<file path="src/rtl/seq_pkg.sv">
// seq_pkg: definitions shared by the serial pattern generator and the
// matching pattern detector, so both sides agree on one pattern.
//   seq_state_e  generator FSM state encoding (2 bits)
//   SEQ_PAT_W    width of the default pattern
//   SEQ_PATTERN  default pattern, MSB transmitted first
package seq_pkg;

  typedef enum logic [1:0] {
    ST_IDLE = 2'd0,
    ST_SEND = 2'd1,
    ST_GAP  = 2'd2,
    ST_DONE = 2'd3
  } seq_state_e;

  localparam int                   SEQ_PAT_W   = 5;
  localparam logic [SEQ_PAT_W-1:0] SEQ_PATTERN = 5'b11011;

endpackage

</file>
<file path="src/rtl/seq_gen_if.sv">
// seq_gen_if: request and serial-output signals of the pattern generator.
//   start     request, sampled only while the generator is idle
//   frames    number of frames to send, latched with start
//   gap_len   idle bit-times between frames, latched with start
//   bit_en    bit-rate strobe
//   tx_bit    serial data
//   tx_valid  tx_bit carries a pattern bit
//   busy      request in progress
//   done      one-cycle completion pulse
// Modports: master = requester / stimulus side, slave = generator.
interface seq_gen_if #(
  parameter int CNT_W = 8,
  parameter int GAP_W = 4
);

  logic             start;
  logic [CNT_W-1:0] frames;
  logic [GAP_W-1:0] gap_len;
  logic             bit_en;
  logic             tx_bit;
  logic             tx_valid;
  logic             busy;
  logic             done;

  modport master (
    output start, frames, gap_len, bit_en,
    input  tx_bit, tx_valid, busy, done
  );

  modport slave (
    input  start, frames, gap_len, bit_en,
    output tx_bit, tx_valid, busy, done
  );

endinterface

</file>
<file path="src/rtl/seq_gen_cnt.sv">
// seq_gen_cnt: loadable down-counter used for the bit index, frame count
// and gap count of the pattern generator.
//   clk, rst_n  clock and asynchronous active-low reset (count clears to 0)
//   load        load load_val (has priority over dec)
//   load_val    value to load
//   dec         decrement by one; ignored at zero so the count never wraps
//   q           current count
//   zero        count is zero
module seq_gen_cnt #(
  parameter int W = 4
) (
  input  logic         clk,
  input  logic         rst_n,
  input  logic         load,
  input  logic [W-1:0] load_val,
  input  logic         dec,
  output logic [W-1:0] q,
  output logic         zero
);

  logic [W-1:0] cnt_d;
  logic [W-1:0] cnt_q;

  always_comb begin
    cnt_d = cnt_q;
    if (load) begin
      cnt_d = load_val;
    end else if (dec && (cnt_q != '0)) begin
      cnt_d = cnt_q - W'(1);
    end
  end

  always_ff @(posedge clk or negedge rst_n) begin
    if (!rst_n) begin
      cnt_q <= '0;
    end else begin
      cnt_q <= cnt_d;
    end
  end

  assign q    = cnt_q;
  assign zero = (cnt_q == '0);

endmodule

</file>
<file path="src/rtl/seq_gen.sv">
// seq_gen: serial pattern generator. On an accepted start it sends PATTERN
// MSB-first for the latched number of frames, with the latched number of
// idle bit-times between frames. SEND and GAP advance only on bit_en.
//   clk, rst_n  clock and asynchronous active-low reset
//   bus         seq_gen_if slave: start/frames/gap_len/bit_en in,
//               tx_bit/tx_valid/busy/done out (all registered)
module seq_gen
  import seq_pkg::*;
#(
  parameter int             PAT_W   = SEQ_PAT_W,
  parameter logic [PAT_W-1:0] PATTERN = SEQ_PATTERN,
  parameter int             CNT_W   = 8,
  parameter int             GAP_W   = 4
) (
  input  logic     clk,
  input  logic     rst_n,
  seq_gen_if.slave bus
);

  localparam int IDX_W = (PAT_W > 1) ? $clog2(PAT_W) : 1;
  localparam logic [IDX_W-1:0] IDX_LAST = IDX_W'(PAT_W - 1);

  seq_state_e       state_d, state_q;
  logic [GAP_W-1:0] gap_len_d, gap_len_q;
  logic             tx_bit_d, tx_bit_q;
  logic             tx_valid_d, tx_valid_q;
  logic             busy_d, busy_q;
  logic             done_d, done_q;

  logic             idx_load, idx_dec, idx_zero;
  logic [IDX_W-1:0] idx_q, idx_nxt;
  logic             frm_load, frm_dec, frm_zero;
  logic [CNT_W-1:0] frm_q;
  logic             gap_load, gap_dec, gap_zero;
  logic [GAP_W-1:0] gap_q;
  logic             frm_more;
  logic             gap_end;

  seq_gen_cnt #(.W(IDX_W)) u_idx_cnt (
    .clk      (clk),
    .rst_n    (rst_n),
    .load     (idx_load),
    .load_val (IDX_LAST),
    .dec      (idx_dec),
    .q        (idx_q),
    .zero     (idx_zero)
  );

  seq_gen_cnt #(.W(CNT_W)) u_frm_cnt (
    .clk      (clk),
    .rst_n    (rst_n),
    .load     (frm_load),
    .load_val (bus.frames),
    .dec      (frm_dec),
    .q        (frm_q),
    .zero     (frm_zero)
  );

  seq_gen_cnt #(.W(GAP_W)) u_gap_cnt (
    .clk      (clk),
    .rst_n    (rst_n),
    .load     (gap_load),
    .load_val (gap_len_q),
    .dec      (gap_dec),
    .q        (gap_q),
    .zero     (gap_zero)
  );

  // The frame counter holds the frames still to send, including the current
  // one, so "more to come" means a count above one. The gap counter is
  // loaded with gap_len and the gap ends on the strobe that takes it to 0.
  assign frm_more = !frm_zero && (frm_q != CNT_W'(1));
  assign gap_end  = gap_zero || (gap_q == GAP_W'(1));

  // Next-state and counter control. Terminal conditions are checked on the
  // current count before any decrement.
  always_comb begin
    state_d   = state_q;
    gap_len_d = gap_len_q;
    idx_load  = 1'b0;
    idx_dec   = 1'b0;
    frm_load  = 1'b0;
    frm_dec   = 1'b0;
    gap_load  = 1'b0;
    gap_dec   = 1'b0;
    case (state_q)
      ST_IDLE: begin
        if (bus.start) begin
          gap_len_d = bus.gap_len;
          frm_load  = 1'b1;
          if (bus.frames == '0) begin
            state_d = ST_DONE;
          end else begin
            state_d  = ST_SEND;
            idx_load = 1'b1;
          end
        end
      end
      ST_SEND: begin
        if (bus.bit_en) begin
          if (!idx_zero) begin
            idx_dec = 1'b1;
          end else if (frm_more) begin
            frm_dec = 1'b1;
            if (gap_len_q != '0) begin
              state_d  = ST_GAP;
              gap_load = 1'b1;
            end else begin
              idx_load = 1'b1;
            end
          end else begin
            state_d = ST_DONE;
          end
        end
      end
      ST_GAP: begin
        if (bus.bit_en) begin
          gap_dec = 1'b1;
          if (gap_end) begin
            state_d  = ST_SEND;
            idx_load = 1'b1;
          end
        end
      end
      ST_DONE: begin
        state_d = ST_IDLE;
      end
      default: begin
        state_d = ST_IDLE;
      end
    endcase
  end

  // The outputs are registered from the next state, so the bit shown next
  // cycle needs the bit index the counter is about to hold.
  always_comb begin
    idx_nxt = idx_q;
    if (idx_load) begin
      idx_nxt = IDX_LAST;
    end else if (idx_dec) begin
      idx_nxt = idx_q - IDX_W'(1);
    end
    tx_valid_d = (state_d == ST_SEND);
    tx_bit_d   = (state_d == ST_SEND) && PATTERN[idx_nxt];
    busy_d     = (state_d == ST_SEND) || (state_d == ST_GAP);
    done_d     = (state_d == ST_DONE);
  end

  always_ff @(posedge clk or negedge rst_n) begin
    if (!rst_n) begin
      state_q    <= ST_IDLE;
      gap_len_q  <= '0;
      tx_bit_q   <= 1'b0;
      tx_valid_q <= 1'b0;
      busy_q     <= 1'b0;
      done_q     <= 1'b0;
    end else begin
      state_q    <= state_d;
      gap_len_q  <= gap_len_d;
      tx_bit_q   <= tx_bit_d;
      tx_valid_q <= tx_valid_d;
      busy_q     <= busy_d;
      done_q     <= done_d;
    end
  end

  assign bus.tx_bit   = tx_bit_q;
  assign bus.tx_valid = tx_valid_q;
  assign bus.busy     = busy_q;
  assign bus.done     = done_q;

endmodule

</file>
<file path="src/flat_wrapper.sv">
// flat-port wrapper written by rule: the top's interface ports become plain ports
module seq_gen_flat import seq_pkg::*;
#(
  parameter int             PAT_W   = SEQ_PAT_W,
  parameter logic [PAT_W-1:0] PATTERN = SEQ_PATTERN,
  parameter int             CNT_W   = 8,
  parameter int             GAP_W   = 4
)
  (clk, rst_n, bus_start, bus_frames, bus_gap_len, bus_bit_en, bus_tx_bit, bus_tx_valid, bus_busy, bus_done);
  seq_gen_if #(.CNT_W(CNT_W), .GAP_W(GAP_W)) bus_i ();
  input  logic clk;
  input  logic rst_n;
  input wire logic [$bits(bus_i.start)-1:0] bus_start;
  input wire logic [$bits(bus_i.frames)-1:0] bus_frames;
  input wire logic [$bits(bus_i.gap_len)-1:0] bus_gap_len;
  input wire logic [$bits(bus_i.bit_en)-1:0] bus_bit_en;
  output wire logic [$bits(bus_i.tx_bit)-1:0] bus_tx_bit;
  output wire logic [$bits(bus_i.tx_valid)-1:0] bus_tx_valid;
  output wire logic [$bits(bus_i.busy)-1:0] bus_busy;
  output wire logic [$bits(bus_i.done)-1:0] bus_done;
  assign bus_i.start = bus_start;
  assign bus_i.frames = bus_frames;
  assign bus_i.gap_len = bus_gap_len;
  assign bus_i.bit_en = bus_bit_en;
  assign bus_tx_bit = bus_i.tx_bit;
  assign bus_tx_valid = bus_i.tx_valid;
  assign bus_busy = bus_i.busy;
  assign bus_done = bus_i.done;
  seq_gen #(.PAT_W(PAT_W), .PATTERN(PATTERN), .CNT_W(CNT_W), .GAP_W(GAP_W)) u_core (.clk(clk), .rst_n(rst_n), .bus(bus_i));
endmodule
</file>
<file path="config.mk">
export PLATFORM = sky130hd
export DESIGN_NAME = seq_gen_flat
export DESIGN_NICKNAME = d
export VERILOG_FILES = /design/src/rtl/seq_pkg.sv /design/src/rtl/seq_gen_if.sv /design/src/rtl/seq_gen_cnt.sv /design/src/rtl/seq_gen.sv /design/src/flat_wrapper.sv
export SDC_FILE = /design/constraint.sdc
export NUM_CORES = 1
export LEC_CHECK = 0
export CAP_MARGIN = 20
export CELL_PAD_IN_SITES_DETAIL_PLACEMENT = 2
export CELL_PAD_IN_SITES_GLOBAL_PLACEMENT = 2
export CORE_AREA = 2 2 70 72
export DETAILED_ROUTE_END_ITERATION = 8
export DIE_AREA = 0 0 72 74
export PLACE_DENSITY = 0.79
export SYNTH_ARGS = -nofsm -noshare
export SYNTH_HDL_FRONTEND = slang
export SYNTH_SLANG_ARGS = --single-unit
</file>
<file path="constraint.sdc">
create_clock -name clk -period 6.3 [get_ports clk]
set_clock_uncertainty 0.05 [all_clocks]
set_input_delay 1.26 -clock clk [delete_from_list [all_inputs] [get_ports clk]]
set_output_delay 1.26 -clock clk [all_outputs]
set_load 0.1 [all_outputs]
</file>
==> results of run 1 <==
area by class of cell:
class                      count  share of cell area
multi-input combinational    127               0.486
sequential                    25               0.325
timing repair buffer          20               0.103
tap                           54              0.0351
inverter                      14              0.0273
clock buffer                   4              0.0234
state kept, by name (all words and copies together), names as in the netlist:
signal,cells
u_core.u_frm_cnt.q,8
u_core.gap_len_q,4
u_core.u_gap_cnt.q,4
u_core.u_idx_cnt.q,3
u_core.state_q,2
u_core.bus.busy,1
u_core.bus.done,1
u_core.bus.tx_bit,1
u_core.bus.tx_valid,1
cell usage after synthesis (all sizes together), types with 3 or more instances:
cell / n
buf: 3
o21ai: 5
nand3: 3
o211ai: 3
nor4: 4
nand2b: 3
ha: 14
nand2: 18
a21oi: 5
a31oi: 5
or3: 6
clkbuf: 3
inv: 14
o311ai: 3
nor2: 13
dfrtp: 25
nor3: 3
xnor2: 3
or4: 4
xor2: 4
layout by cell type (no fill, tap or decap), types with 3 or more instances in the layout:
cell type / netlist / layout
sky130_fd_sc_hd__a21oi_1: 5 / 5
sky130_fd_sc_hd__a31oi_1: 5 / 5
sky130_fd_sc_hd__clkbuf_8: 0 / 3
sky130_fd_sc_hd__clkdlybuf4s50_1: 0 / 19
sky130_fd_sc_hd__dfrtp_1: 25 / 25
sky130_fd_sc_hd__ha_1: 14 / 14
sky130_fd_sc_hd__inv_1: 14 / 14
sky130_fd_sc_hd__nand2_1: 18 / 18
sky130_fd_sc_hd__nand2b_1: 3 / 3
sky130_fd_sc_hd__nand3_1: 3 / 3
sky130_fd_sc_hd__nor2_1: 13 / 13
sky130_fd_sc_hd__nor3_1: 3 / 3
sky130_fd_sc_hd__nor4_1: 4 / 4
sky130_fd_sc_hd__o211ai_1: 3 / 3
sky130_fd_sc_hd__o21ai_1: 3 / 3
sky130_fd_sc_hd__or3_1: 5 / 5
sky130_fd_sc_hd__or4_1: 3 / 3
sky130_fd_sc_hd__xnor2_1: 3 / 3
sky130_fd_sc_hd__xor2_1: 4 / 4
stage by stage:
| stage | cells | setup slack [ns] | instance area (sq um) | hold WS (ns) |
|---|---|---|---|---|
| final | 244 | 3.20 | 1920 | 0.508 |
| after global routing | 244 | 3.09 | 1920 | 0.554 |
| after CTS | 244 | 3.18 | 1920 | 0.514 |
| after detailed placement | 240 | 2.91 | 1880 | 0.490 |
| after global placement | 240 | 3.01 | 1880 | 0.468 |
| after floorplan | 172 | 3.62 | 1650 | 0.433 |
critical path: cells and delay by family:
kind,cells,cell delay (ns)
and+or+nand+nor,2,0.93
buffers and inverters,1,0.67
AOI/OAI and AO/OA,2,0.39
cell families after synthesis:
group	Yosys count
compound gates	39
xor+xnor	7
fa+ha+maj	14
buf+inv	20
flops	25
mux	4
simple gates	63
path summary, 6_finish.rpt:
kind                       depth (start not counted)               endpoint  slack, ns                   from
hold / removal                                     2    u_core.gap_len_q[3]       0.51    u_core.gap_len_q[3]
max in group asynchronous                          2  u_core.u_frm_cnt.q[6]       4.63                  rst_n
hold reg to reg                                    2    u_core.gap_len_q[3]       0.51    u_core.gap_len_q[3]
setup reg to reg                                   8      u_core.bus.tx_bit       3.67  u_core.u_frm_cnt.q[0]
min in group asynchronous                          2  u_core.u_gap_cnt.q[2]       1.31                  rst_n
setup / recovery                                   5  u_core.u_frm_cnt.q[5]       3.20             bus_bit_en
routing by layer:
metal  GRT usage  wire length (microns)  vias to the layer above
met2       0.365                   2410                       18
li1            -                      -                      656
met4      0.0650                     87                        0
met5           0                      0                        -
met3      0.0217                     95                        8
met1       0.226                   1930                      705
report_power, final:
group	switching (uW)	internal [uW]	total (uW)
Clock	54.3	45.3	99.6
Combinational	321	186	507
Sequential	79.5	236	316
==> run_summary.xml, run 1 <==
<?xml version="1.0" encoding="UTF-8"?>
<metrics>
  <group name="yosys">
    <metric name="syn_area" unit="sq mm">0.00165</metric>
    <metric name="largest_family_of_logic_cells_by_synthesized_area" unit="">simple AND/OR/NAND/NOR gates</metric>
    <metric name="muxShareOfSynthArea" unit="">0.0280</metric>
    <metric name="synth_seq_area_share" unit="">0.379</metric>
    <metric name="synthSimpleGateAreaFrac" unit="">0.200</metric>
    <metric name="synth_top_cell_area_share" unit="">0.379</metric>
    <metric name="synth_adder_area_share" unit="">0.106</metric>
    <metric name="async_flop_share" unit="">1.00</metric>
    <metric name="postSynthCellCount" unit="">172</metric>
    <metric name="total_of_flip_flops_plus_latches_after_synthesis" unit="">25</metric>
    <metric name="synth.area.top_cells" unit="">sky130_fd_sc_hd__dfrtp_1 (38%), sky130_fd_sc_hd__ha_1 (11%), sky130_fd_sc_hd__nand2_1 (4.1%)</metric>
    <metric name="synth_xor_area_frac" unit="">0.0371</metric>
    <metric name="post_synth_num_cell_types" unit="">50</metric>
    <metric name="synth_compound_gate_area_share" unit="">0.195</metric>
    <metric name="synth_flop_cell" unit="">sky130_fd_sc_hd__dfrtp_1</metric>
    <metric name="avgSynthCellArea" unit="sq um">9.61</metric>
    <metric name="synth.net_count" unit="">202</metric>
    <metric name="synthDominantAreaCellType" unit="">sky130_fd_sc_hd__dfrtp_1</metric>
    <metric name="synth_edf_count" unit="">0</metric>
    <metric name="yosysWarningCount" unit="">0</metric>
  </group>
  <group name="clocking">
    <metric name="cts_setup_buffers" unit="">0</metric>
    <metric name="insertion_delay_to_the_later_sink_of_the_worst_skew_pair" unit="ns">0.27</metric>
    <metric name="cts_buffers" unit="">3</metric>
    <metric name="cts_max_path_buffers" unit="">2</metric>
    <metric name="cts.htree.levels" unit="">1</metric>
    <metric name="post_cts_resize_count" unit="">0</metric>
    <metric name="cts_root_buffer" unit="">sky130_fd_sc_hd__clkbuf_8</metric>
    <metric name="tritoncts" unit="">done</metric>
    <metric name="cts_hold_buf" unit="">0</metric>
    <metric name="cts.sinks" unit="">25</metric>
    <metric name="worst_setup_hold_path_clk_slew" unit="ns">0.10</metric>
  </group>
  <group name="worst_setup_path">
    <metric name="worst_setup_path_start_kind" unit="">primary input</metric>
    <metric name="critPathKind" unit="">primary input to register</metric>
    <metric name="path_cells" unit="">clkdlybuf4s50_1, and4b_1, o31ai_4, or4_1, a31oi_1</metric>
    <metric name="worst_setup_path_end_kind" unit="">register</metric>
    <metric name="required_worst_endpoint" unit="ns">6.45</metric>
    <metric name="worstPathMaxFanout" unit="">11</metric>
    <metric name="critPathSlowestCell" unit="">sky130_fd_sc_hd__clkdlybuf4s50_1</metric>
    <metric name="stage_delay_of_the_slowest_cell_on_the_critical_path" unit="ns">0.67</metric>
    <metric name="crit_arrival" unit="ns">3.25</metric>
  </group>
  <group name="layout">
    <metric name="nets" unit="">221</metric>
    <metric name="ff_latch_area" unit="sq um">626</metric>
    <metric name="layout-drive-gt1-share" unit="">0.0789</metric>
    <metric name="fillCellCount" unit="">512</metric>
    <metric name="n_antenna_cell" unit="">0</metric>
    <metric name="areaGrowthSynthToFinish" unit="%">16.4</metric>
    <metric name="fin_util" unit="">0.419</metric>
    <metric name="multiInputGateArea" unit="sq um">936</metric>
  </group>
  <group name="routing">
    <metric name="vias" unit="">1387</metric>
    <metric name="drc" unit="">0</metric>
    <metric name="via_per_inst" unit="">5.68</metric>
    <metric name="wl" unit="microns">4530</metric>
    <metric name="final_antenna_net_count" unit="">0</metric>
    <metric name="drtPass1Iterations" unit="">4</metric>
    <metric name="detail_route.iter0.violations" unit="">36</metric>
    <metric name="routedWlPerCell" unit="microns">18.6</metric>
  </group>
  <group name="global_routing">
    <metric name="via_count_of_the_first_global_routing_pass" unit="">1596</metric>
    <metric name="wire_length_of_the_first_global_routing_pass" unit="microns">7940</metric>
    <metric name="grt_overflow_total" unit="">0</metric>
    <metric name="grt.total_usage" unit="">0.192</metric>
    <metric name="antenna_violations_before_repair" unit="">0</metric>
    <metric name="grt_start_max_net_pins" unit="">26</metric>
  </group>
  <group name="die">
    <metric name="die_x" unit="microns">72</metric>
    <metric name="io-pin-count" unit="">20</metric>
    <metric name="num_rows" unit="">25</metric>
    <metric name="starting_utilization_of_the_core_area" unit="">0.359</metric>
    <metric name="floorplan.die_area" unit="sq mm">0.00533</metric>
    <metric name="core" unit="sq mm">0.00460</metric>
    <metric name="fp.dieH" unit="microns">74</metric>
  </group>
  <group name="worst_hold_path">
    <metric name="worst_hold_path_type" unit="">register to register</metric>
  </group>
  <group name="run">
    <metric name="maxCapViolCount" unit="">0</metric>
  </group>
  <group name="pwr">
    <metric name="p_per_area" unit="mW/mm^2">479</metric>
    <metric name="vdd.ir_drop.worst" unit="mV">0.163</metric>
    <metric name="p_total" unit="uW">922</metric>
    <metric name="cellLeakagePower" unit="uW">0.000805</metric>
  </group>
  <group name="sta">
    <metric name="slew_viol_final" unit="">0</metric>
    <metric name="finalCritPeriodShare" unit="">0.492</metric>
    <metric name="final.setup.tns" unit="ns">0</metric>
    <metric name="finalHoldViolCount" unit="">0</metric>
    <metric name="slew_headroom" unit="">0.351</metric>
    <metric name="period_minus_slack" unit="ns">3.10</metric>
    <metric name="unrepaired_setup_endpoints_after_global_routing" unit="">no</metric>
    <metric name="worst_pin_slew" unit="ns">0.971</metric>
    <metric name="fmax" unit="MHz">323</metric>
    <metric name="final_number_of_setup_violating_endpoints" unit="">0</metric>
  </group>
  <group name="place">
    <metric name="dp.final_hpwl" unit="microns">3560</metric>
    <metric name="globalplace.congestion" unit="">0.882</metric>
    <metric name="numPortBuffers" unit="">19</metric>
  </group>
  <group name="run_status">
    <metric name="outcome" unit="">finished, final reports clean</metric>
  </group>
</metrics>
Power figures use the tool's default switching activity.
==> run 2: changes to the inputs <==
- CORE_AREA: 2 2 70 72 -> 2 2 77 79
- DIE_AREA: 0 0 72 74 -> 0 0 79 81
- PLACE_DENSITY: 0.79 -> 0.69
- clock period: 6.3 -> 2.62 ns (I/O delays scaled with it)
==> run 2 against run 1 <==
  * Sequential share of layout area shrank 1.0 points
  * Core utilization is 6.9 points lower
  * Non-clock buffer count rose by 6
  * Register-to-register slack got worse by 3.4 ns
  * Cell count grew 11%
  * Global-route usage fell by 3.3 points
  * Die area up 20%
  * Combinational power is 140% higher
  * Worst setup slack got worse by 3.0 ns
  * Clock power is 130% higher
  * Highest routed layer unchanged
==> run_summary.xml, run 2 (synthesis gave the netlist of run 1 again) <==
<?xml version="1.0" encoding="UTF-8"?>
<metrics>
  <group name="run_status">
    <metric name="outcome" unit="">finished, final reports clean</metric>
  </group>
  <group name="worst_setup_path">
    <metric name="worstPathMaxFanout" unit="">8</metric>
    <metric name="path_cells" unit="">or4_4, o31a_1, or3_1, and3_1, ha_1, inv_1</metric>
    <metric name="worst_setup_path_start_kind" unit="">register</metric>
    <metric name="required_worst_endpoint" unit="ns">2.74</metric>
    <metric name="crit_arrival" unit="ns">2.49</metric>
    <metric name="critPathSlowestCell" unit="">sky130_fd_sc_hd__or4_4</metric>
    <metric name="stage_delay_of_the_slowest_cell_on_the_critical_path" unit="ns">0.62</metric>
    <metric name="worst_setup_path_end_kind" unit="">register</metric>
    <metric name="critPathKind" unit="">register to register</metric>
  </group>
  <group name="routing">
    <metric name="via_per_inst" unit="">5.20</metric>
    <metric name="routedWlPerCell" unit="microns">17.2</metric>
    <metric name="drc" unit="">0</metric>
    <metric name="vias" unit="">1408</metric>
    <metric name="drtPass1Iterations" unit="">4</metric>
    <metric name="wl" unit="microns">4660</metric>
    <metric name="final_antenna_net_count" unit="">0</metric>
    <metric name="detail_route.iter0.violations" unit="">35</metric>
  </group>
  <group name="global_routing">
    <metric name="grt_start_max_net_pins" unit="">26</metric>
    <metric name="grt.total_usage" unit="">0.159</metric>
    <metric name="wire_length_of_the_first_global_routing_pass" unit="microns">8020</metric>
    <metric name="grt_overflow_total" unit="">0</metric>
    <metric name="via_count_of_the_first_global_routing_pass" unit="">1592</metric>
    <metric name="antenna_violations_before_repair" unit="">0</metric>
  </group>
  <group name="sta">
    <metric name="period_minus_slack" unit="ns">2.38</metric>
    <metric name="slew_headroom" unit="">0.631</metric>
    <metric name="final_number_of_setup_violating_endpoints" unit="">0</metric>
    <metric name="finalCritPeriodShare" unit="">0.907</metric>
    <metric name="fmax" unit="MHz">421</metric>
    <metric name="final.setup.tns" unit="ns">0</metric>
    <metric name="finalHoldViolCount" unit="">0</metric>
    <metric name="layout_setup_ws" unit="ns">0.243</metric>
    <metric name="fin_hold_ws" unit="ns">0.517</metric>
    <metric name="unrepaired_setup_endpoints_after_global_routing" unit="">no</metric>
    <metric name="worst_pin_slew" unit="ns">0.548</metric>
    <metric name="slew_viol_final" unit="">0</metric>
  </group>
  <group name="pwr">
    <metric name="p_per_area" unit="mW/mm^2">1120</metric>
    <metric name="seqPwrFrac" unit="">0.340</metric>
    <metric name="cellLeakagePower" unit="uW">0.000840</metric>
    <metric name="power_frac_comb" unit="">0.556</metric>
    <metric name="share_clk_of_total_power" unit="">0.104</metric>
    <metric name="p_int" unit="uW">1140</metric>
    <metric name="vdd.ir_drop.worst" unit="mV">0.467</metric>
    <metric name="netSwitchingFraction" unit="">0.489</metric>
    <metric name="switchingPower" unit="uW">1090</metric>
  </group>
  <group name="layout">
    <metric name="layout-drive-gt1-share" unit="">0.128</metric>
    <metric name="fin_util" unit="">0.350</metric>
    <metric name="areaGrowthSynthToFinish" unit="%">20.1</metric>
    <metric name="layout_commonest_cell" unit="">sky130_fd_sc_hd__dfrtp_1</metric>
    <metric name="layout_common_cells" unit="">sky130_fd_sc_hd__dfrtp_1 (25), sky130_fd_sc_hd__nand2_1 (18), sky130_fd_sc_hd__clkdlybuf4s50_1 (15)</metric>
    <metric name="nets" unit="">227</metric>
    <metric name="postLayoutCellArea" unit="sq mm">0.00199</metric>
    <metric name="n_antenna_cell" unit="">0</metric>
    <metric name="largest_register_ffs" unit="">8</metric>
    <metric name="fillCellCount" unit="">660</metric>
  </group>
  <group name="clocking">
    <metric name="cts_max_path_buffers" unit="">2</metric>
    <metric name="post_cts_resize_count" unit="">0</metric>
    <metric name="cts_root_buffer" unit="">sky130_fd_sc_hd__clkbuf_8</metric>
    <metric name="cts_hold_buf" unit="">0</metric>
    <metric name="tritoncts" unit="">done</metric>
    <metric name="cts_setup_buffers" unit="">0</metric>
    <metric name="cts.sinks" unit="">25</metric>
    <metric name="cts_buffers" unit="">3</metric>
    <metric name="cts.htree.levels" unit="">1</metric>
    <metric name="insertion_delay_to_the_later_sink_of_the_worst_skew_pair" unit="ns">0.27</metric>
    <metric name="worst_setup_hold_path_clk_slew" unit="ns">0.09</metric>
  </group>
  <group name="place">
    <metric name="globalplace.congestion" unit="">0.815</metric>
    <metric name="place_area" unit="sq mm">0.00194</metric>
    <metric name="numPortBuffers" unit="">19</metric>
    <metric name="dp.final_hpwl" unit="microns">3630</metric>
    <metric name="placement.setup.worst_slack" unit="ns">0.193</metric>
  </group>
  <group name="die">
    <metric name="core" unit="sq mm">0.00568</metric>
    <metric name="die_x" unit="microns">79</metric>
    <metric name="num_rows" unit="">28</metric>
    <metric name="starting_utilization_of_the_core_area" unit="">0.291</metric>
    <metric name="fp.dieH" unit="microns">81</metric>
    <metric name="floorplan.die_area" unit="sq mm">0.00640</metric>
    <metric name="io-pin-count" unit="">20</metric>
  </group>
  <group name="worst_hold_path">
    <metric name="worst_hold_path_type" unit="">register to register</metric>
  </group>
  <group name="run">
    <metric name="maxCapViolCount" unit="">0</metric>
  </group>
</metrics>
run 2: cell types whose count changed in the layout (fill, tap and decap cells not counted), sizes merged:
cell	change
clkdlybuf4s50	-4
buf	+10
run 2: final timing paths:
| path | endpoint | cells past startpoint | from | slack [ns] |
|---|---|---|---|---|
| setup / recovery | u_core.bus.busy | 6 | u_core.u_frm_cnt.q[2] | 0.24 |
| hold / removal | u_core.gap_len_q[2] | 2 | u_core.gap_len_q[2] | 0.52 |
| setup reg to reg | u_core.bus.busy | 6 | u_core.u_frm_cnt.q[2] | 0.24 |
| hold reg to reg | u_core.gap_len_q[2] | 2 | u_core.gap_len_q[2] | 0.52 |
| max in group asynchronous | u_core.bus.busy | 2 | rst_n | 1.69 |
| min in group asynchronous | u_core.u_gap_cnt.q[2] | 2 | rst_n | 0.57 |
run 2: layer usage:
layer,vias to the layer above,wire (microns),GRT usage
li1,668,-,-
met1,718,2030,0.188
met2,20,2520,0.303
met3,2,95,0.0233
met4,0,21,0.0362
met5,-,0,0
run 2: critical path, delay by kind of cell (launching register included):
| kind | cells | cell delay (ns) |
|---|---|---|
| simple gates | 3 | 1.13 |
| flops | 1 | 0.44 |
| compound gates | 1 | 0.34 |
| fa+ha+maj | 1 | 0.28 |
| buf+inv | 1 | 0.04 |
run 2: power by group through the flow:
stage	Sequential, uW	Combinational (uW)	Clock, uW
after floorplan	890	747	0
after global placement	749	1170	0
after detailed placement	771	1250	0
after CTS	762	1260	251
after global routing	792	1380	273
final	759	1240	233
run 2: metrics by stage:
stage               total power (uW)  instances
floorplan                       1640        172
global placement                1920        267
detailed placement              2020        267
CTS                             2270        271
global route                    2440        271
finish                          2230        271
run 2: cell type report:
type / count / area, sq um / share of cell area
well taps: 75 / 93.8 / 0.0473
flip-flops and latches: 25 / 626 / 0.315
clock buffers: 4 / 45.0 / 0.0227
inverters: 14 / 52.6 / 0.0265
multi-input cells: 127 / 936 / 0.471
repair buffers: 26 / 233 / 0.117
